### config.mk
export PLATFORM = sky130hd
export DESIGN_NAME = led_pattern_ctrl
export DESIGN_NICKNAME = d
export VERILOG_FILES = /design/src/rtl/led_pattern_ctrl.sv
export SDC_FILE = /design/constraint.sdc
export NUM_CORES = 1
export LEC_CHECK = 0
export ABC_AREA = 1
export CAP_MARGIN = 5
export CORE_MARGIN = 1.5
export CORE_UTILIZATION = 60
export CTS_BUF_LIST = sky130_fd_sc_hd__clkbuf_16
export CTS_CLUSTER_SIZE = 28
export DETAILED_ROUTE_END_ITERATION = 7
export PLACE_DENSITY_LB_ADDON = 0.12
export SLEW_MARGIN = 15
export SYNTH_ARGS = -nofsm -noshare
export SYNTH_HDL_FRONTEND = slang
export SYNTH_SLANG_ARGS = --single-unit
### constraint.sdc
create_clock -name clk -period 2.85 [get_ports clk]
set_input_delay 0.4275 -clock clk [delete_from_list [all_inputs] [get_ports clk]]
set_output_delay 0.4275 -clock clk [all_outputs]
set_load 0.02 [all_outputs]
### src/rtl/led_pattern_ctrl.sv
// LED bank pattern sequencer: prescaled stepping of SHIFT/BLINK/COUNT patterns with a one-deep
// config handshake. Define LED_ACTIVE_LOW_EN to drive the LED pins inverted (active-low board).
module led_pattern_ctrl #(
  parameter int unsigned LED_W    = 4,
  parameter int unsigned TICK_DIV = 25_000_000,
  parameter int unsigned CNT_W    = 25
) (
  input  logic             clk,
  input  logic             rst,
  input  logic             enable,
  input  logic             cfg_valid,
  input  logic [1:0]       cfg_mode,
  output logic             cfg_ready,
  output logic [LED_W-1:0] led,
  output logic             step_pulse,
  output logic [1:0]       mode
);

  localparam logic [1:0] ModeOff   = 2'b00;
  localparam logic [1:0] ModeShift = 2'b01;
  localparam logic [1:0] ModeBlink = 2'b10;
  localparam logic [1:0] ModeCount = 2'b11;

  localparam logic [CNT_W-1:0] TickMax = CNT_W'(TICK_DIV - 1);

  typedef enum logic [1:0] {StIdle, StLoad, StRun} state_e;

  state_e           state_q, state_d;
  logic [CNT_W-1:0] cnt_q, cnt_d;
  logic             pend_q, pend_d;
  logic [1:0]       pend_mode_q, pend_mode_d;
  logic [1:0]       mode_q, mode_d;
  logic [LED_W-1:0] pat_q, pat_d;
  logic             tick;

  always_comb begin
    state_d     = state_q;
    cnt_d       = cnt_q;
    pend_d      = pend_q;
    pend_mode_d = pend_mode_q;
    mode_d      = mode_q;
    pat_d       = pat_q;
    step_pulse  = 1'b0;
    tick        = 1'b0;

    // Accept only when nothing is pending, so this never collides with a clear below.
    if (cfg_valid && !pend_q) begin
      pend_d      = 1'b1;
      pend_mode_d = cfg_mode;
    end

    unique case (state_q)
      StIdle: begin
        cnt_d  = '0;
        mode_d = ModeOff;
        pat_d  = '0;
        if (pend_q) begin
          if (pend_mode_q == ModeOff) pend_d = 1'b0;
          else                        state_d = StLoad;
        end
      end
      StLoad: begin
        mode_d  = pend_mode_q;
        pend_d  = 1'b0;
        cnt_d   = '0;
        state_d = StRun;
        unique case (pend_mode_q)
          ModeShift: pat_d = {{(LED_W-1){1'b0}}, 1'b1};
          ModeBlink: pat_d = '1;
          default:   pat_d = '0;
        endcase
      end
      StRun: begin
        if (enable) begin
          if (cnt_q == TickMax) begin
            cnt_d = '0;
            tick  = 1'b1;
          end else begin
            cnt_d = cnt_q + 1'b1;
          end
        end
        // A pending config takes the tick instead of a pattern step.
        if (tick) begin
          if (pend_q) begin
            if (pend_mode_q == ModeOff) begin
              state_d = StIdle;
              pat_d   = '0;
              mode_d  = ModeOff;
              pend_d  = 1'b0;
            end else begin
              state_d = StLoad;
            end
          end else begin
            step_pulse = 1'b1;
            unique case (mode_q)
              ModeShift: pat_d = {pat_q[LED_W-2:0], pat_q[LED_W-1]};
              ModeBlink: pat_d = ~pat_q;
              ModeCount: pat_d = pat_q + 1'b1;
              default:   pat_d = pat_q;
            endcase
          end
        end
      end
      default: state_d = StIdle;
    endcase
  end

  always_ff @(posedge clk) begin
    if (rst) begin
      state_q     <= StIdle;
      cnt_q       <= '0;
      pend_q      <= 1'b0;
      pend_mode_q <= ModeOff;
      mode_q      <= ModeOff;
      pat_q       <= '0;
    end else begin
      state_q     <= state_d;
      cnt_q       <= cnt_d;
      pend_q      <= pend_d;
      pend_mode_q <= pend_mode_d;
      mode_q      <= mode_d;
      pat_q       <= pat_d;
    end
  end

  assign cfg_ready = ~pend_q;
  assign mode      = mode_q;

`ifdef LED_ACTIVE_LOW_EN
  assign led = ~pat_q;
`else
  assign led = pat_q;
`endif

endmodule
Word level (Yosys, flattened, before mapping)
Index checks and enable logic that the tools add are counted.
{ "word_totals": {"reg_bits": 36, "input_bits": 6, "output_inout_bits": 8} }
{ "classes": {"addsub": 2, "eq_ne": 16, "n_mux": 30, "bitwise_logic": 2, "n_reduce_logical": 11} }
{ "op_table": {"columns": ["op", "n"], "rows": [
  ["25-bit two-way mux", 2],
  ["25-bit one-hot mux with 2 select lines", 1],
  ["25-bit by 1-bit adder with 25-bit output (second input constant)", 1],
  ["25-bit == test (second input constant)", 1],
  ["4-bit one-hot mux with 3 select lines", 2],
  ["2-bit two-way mux", 7],
  ["4-bit two-way mux", 3],
  ["2-bit inequality test (second input constant)", 6],
  ["2-bit one-hot mux with 3 select lines", 2],
  ["4-bit AND reduction", 3],
  ["1-bit two-way mux", 11],
  ["2-bit == test (second input constant)", 4],
  ["4-bit one-hot mux with 2 select lines", 1],
  ["2-bit by 1-bit == test with 1-bit output (second input constant)", 3],
  ["5-bit inequality test (second input constant)", 1],
  ["4-bit by 1-bit adder with 4-bit output (second input constant)", 1],
  ["2-bit logical NOT", 2],
  ["4-bit NOT", 1],
  ["3-bit inequality test (second input constant)", 1],
  ["1-bit one-hot mux with 3 select lines", 1],
  ["3-bit nonzero test", 1],
  ["2-bit AND reduction", 1],
  ["2-bit nonzero test", 1],
  ["2-bit OR reduction", 1],
  ["3 further kinds", 3]
]} }

Longest topological paths before layout
{ "depth": {"depth_word": 7, "mapped_depth": 12} }

Worst setup path after synthesis
OpenSTA, ideal clock, no wires.
{ "synth_path": {"path_kind": "register to output", "start": "reg cnt_q[0]", "end": "out step_pulse", "t_arrival_ps": 1313, "t_required_ps": 2423, "slack_ps": 1109, "stages_incl_launch_ff": 8, "n_path_buf": 0, "path_cell_list": "dfxtp_1 > ha_1 > nand2_2 > nor3_4 > nand3_2 > nor2_2 > nand2_1 > nor2_1"} }
{ "synth_between": {"elab_chain_len": 6} }
{ "synth_rtl": {"columns": ["item", "line", "text"], "rows": [
  ["start, declared", "29", "logic [CNT_W-1:0] cnt_q, cnt_d;"],
  ["start signal, assigned", "118", "cnt_q <= cnt_d;"],
  ["25-bit == test", "75", "if (cnt_q == TickMax) begin"],
  ["1-bit two-way mux", "75", null],
  ["1-bit two-way mux", "74", "if (enable) begin"],
  ["1-bit two-way mux", "52", "unique case (state_q)"],
  ["1-bit two-way mux", "83", "if (tick) begin"],
  ["1-bit two-way mux", "52", null],
  ["end, declared", "15", "output logic step_pulse,"]
]} }
Every way passes these cells. The select of a mux whose other input is x is not followed.

Final worst setup path
Ends and elaborated chain as after synthesis.

==> results.yml <==
run_status:
  run_status: "finished clean"
setup_path:
  crit_fanout: 3
  worstSetupPathType: "reg2out"
  cp_slowest_cell: "sky130_fd_sc_hd__clkdlybuf4s50_1"
  worst-path-buf-inv: 1
  critPathCaptureType: "output pin"
  worst_ep_arrival_time_ps: 2100
  setup.worst_path.start_class: "register"
  critical_path_required_ps: 2420
  critPathTopFamily: "simple AND/OR/NAND/NOR gates"
  critPathMaxStageDelay_ps: 610
  crit_chain: "ha_1 > nand2_2 > nor3_4 > nand3_2 > nor2_2 > nand2_1 > nor2_1 > clkdlybuf4s50_1"
grt:
  grt_remaining_overflow: 0
  overall_fraction_of_global_route_tracks_in_use_pct: 26.7
  first_global_vias: 2238
  antenna_found_initial: 0
  wire_length_of_the_first_global_routing_pass_um: 9160
  grt_start_max_net_pins: 25
yosys:
  synthesis.yosys.warnings: 0
  synth.ff_latch_count: 36
  synth-edff-count: 0
  net_count_after_synthesis: 408
  syn-mean-instance-area_um2: 6.28
  syn-instance-count: 392
  synth_top_area_share_pct: 29.3
  synth.distinct_cells: 33
  synthesis.area_um2: 2460
  post_synthesis_async_set_or_reset_flop_share_pct: 0
  yosysSeqAreaShare_pct: 29.3
  largest_cells_by_area_after_synthesis: "sky130_fd_sc_hd__dfxtp_1 29%, sky130_fd_sc_hd__nand2_1 18%, sky130_fd_sc_hd__inv_1 7.0%"
  cell_taking_the_most_area_after_synthesis: "sky130_fd_sc_hd__dfxtp_1"
  synth_ff_type: "sky130_fd_sc_hd__dfxtp_1"
  dominant_cell_by_count_in_the_synthesized_netlist: "sky130_fd_sc_hd__nand2_1"
  synth.cells.most_frequent: "115 x sky130_fd_sc_hd__nand2_1, 46 x sky130_fd_sc_hd__inv_1, 38 x sky130_fd_sc_hd__nor2_1, 36 x sky130_fd_sc_hd__dfxtp_1, 31 x sky130_fd_sc_hd__a21oi_1"
run:
  max_cap_viol_count: 0
place:
  dpl.hpwl_um: 3820
  placed_cells: 449
  portBuffers: 13
  gp_congestion: 0.869
sta:
  final.period_utilization_pct: 88.8
  rsz_0062_raised_after_global_routing: "no"
  timing.final.setup_violations: 0
  timing_max_transition_violations_final: 0
  timing_hold_violations_final: 0
  clock_skew_ps: 6.64
  setup_tns_ps: 0
  max_freq_ghz: 0.395
  max_slew.worst_pin.slew_ps: 631
  relSlewSlack_pct: 57.9
  layout_min_cycle_time_ps: 2530
routing:
  wirelength_um: 5340
  drt-wirelength-per-cell_um: 11.7
  via_per_inst: 5.26
  vias: 2397
  antenna_left: 0
  drt_pre_antenna_iters: 4
  route.detailed.drc: 0
  detailedRoute.firstIterationViolations: 113
power:
  finalPower_mw: 1.75
  leakage_power_summed_over_all_cells_nw: 1.07
  powerDensity_nw_per_um2: 635
  power.ir.vdd_worst_mv: 0.341
clock_network:
  numCtsBuffers: 5
  clkLatencyLatePin_ps: 280
  clock_tree_from_tritoncts: "built"
  ctsResizeCount: 0
  worst_setup_hold_path_clk_slew_ps: 50
  clock-sinks: 36
  cts.path.max_buffers: 2
  hold_buf_cts: 0
  number_of_levels_in_the_clock_h_tree: 2
  post_cts_setup_repair_buffer_count: 0
  buffer_type_at_the_clock_tree_root: "sky130_fd_sc_hd__clkbuf_16"
worst_hold_path:
  worst_hold_path_type: "reg2reg"
die:
  placementRows: 23
  die_w_um: 67.1
  chipHeight_um: 67.1
  coreArea_um2: 3970
  total_die_area_um2: 4500
  design.portCount: 14
  floorplan.initialDensity_pct: 62.0
cells_and_area:
  ratio_of_cells_with_drive_above_1_in_the_final_layout_pct: 10.8
  antenna_cells: 0
  area_delta_synth_final_pct: 11.8
  final_cells: 456
  final_net_count: 422
cell type report:
cell class              instances  area [µm²]
fillers                       354        1220
inverters                      55         206
repair buffers                 17         160
clock buffers                   5         125
flip-flops and latches         36         721
multi-input cells             291        1470
well taps                      50        62.6
clock inverters                 2        8.76
final timing paths:
kind / from / to / slack, ps / depth (start not counted)
worst max-delay path: cnt_q[0] / step_pulse / 320 / 8
worst max register to register: state_q[0] / led[1] / 850 / 9
worst min register to register: cnt_q[21] / cnt_q[21] / 490 / 2
worst min-delay path: cnt_q[21] / cnt_q[21] / 490 / 2
registers in the layout (all words and copies together), names as in the netlist:
| name | cells |
|---|---|
| cnt_q | 25 |
| led | 4 |
| mode | 2 |
| pend_mode_q | 2 |
| pend_q | 1 |
| state_q | 2 |
metal layers:
| layer | vias up | track usage, % | wire length [µm] |
|---|---|---|---|
| li1 | 1278 | - | - |
| met1 | 1051 | 29.4 | 2330 |
| met2 | 61 | 49.6 | 2650 |
| met3 | 7 | 5.07 | 290 |
| met4 | 0 | 10.5 | 63 |
| met5 | - | 0 | 0 |
report_power, final:
| group | switching (mW) | total, mW | internal [mW] |
|---|---|---|---|
| logic | 0.418 | 0.652 | 0.233 |
| clock network | 0.195 | 0.508 | 0.314 |
| registers | 0.0418 | 0.590 | 0.548 |
| total | 0.655 | 1.75 | 1.10 |
worst reg2reg max path, stage by stage (launching register included):
cell and delay [ps]:
sky130_fd_sc_hd__dfxtp_1 370, sky130_fd_sc_hd__inv_1 90, sky130_fd_sc_hd__ha_1 300, sky130_fd_sc_hd__nand2_1 130
sky130_fd_sc_hd__buf_4 170, sky130_fd_sc_hd__o21ai_0 100, sky130_fd_sc_hd__a31oi_1 420, sky130_fd_sc_hd__nand2_1 170
sky130_fd_sc_hd__nand2_1 90, sky130_fd_sc_hd__a21oi_1 60
cell usage in the layout (no fill, tap or decap), types with 2 or more instances in the layout:
cell type,n
sky130_fd_sc_hd__a21oi_1,31
sky130_fd_sc_hd__a21oi_2,2
sky130_fd_sc_hd__buf_4,4
sky130_fd_sc_hd__clkbuf_16,5
sky130_fd_sc_hd__clkdlybuf4s50_1,13
sky130_fd_sc_hd__dfxtp_1,36
sky130_fd_sc_hd__ha_1,10
sky130_fd_sc_hd__inv_1,47
sky130_fd_sc_hd__inv_2,8
sky130_fd_sc_hd__nand2_1,115
sky130_fd_sc_hd__nand2_2,7
sky130_fd_sc_hd__nand3_1,24
sky130_fd_sc_hd__nand3_2,3
sky130_fd_sc_hd__nand4_1,9
sky130_fd_sc_hd__nor2_1,38
sky130_fd_sc_hd__nor2_2,5
sky130_fd_sc_hd__nor2_4,3
sky130_fd_sc_hd__nor3_1,9
sky130_fd_sc_hd__o211ai_1,2
sky130_fd_sc_hd__o21ai_0,15
sky130_fd_sc_hd__o21ai_1,3
sky130_fd_sc_hd__o21ai_2,3
sky130_fd_sc_hd__o21bai_1,2
sky130_fd_sc_hd__xor2_1,4
metrics by stage:
step / setup WS, ps / cell area, µm² / hold slack [ps] / util (%)
floorplan: 1110 / 2460 / 453 / -
global placement: 620 / 2620 / 471 / 66.0
detailed placement: 607 / 2620 / 481 / 66.0
CTS: 296 / 2750 / 489 / 69.3
global route: 204 / 2750 / 498 / 69.3
finish: 319 / 2750 / 490 / 69.3
logic make-up (layout without fill, tap and decap cells):
kind of cell | count (synthesis) | count (layout) | share of synthesized area [%]
compound gates | 59 | 59 | 13.2
xor+xnor | 4 | 4 | 1.42
buf+inv | 65 | 79 | 11.1
simple gates | 218 | 218 | 40.0
flops | 36 | 36 | 29.3
fa+ha+maj | 10 | 10 | 5.08
Note: power is estimated with default switching activity, not from simulation.
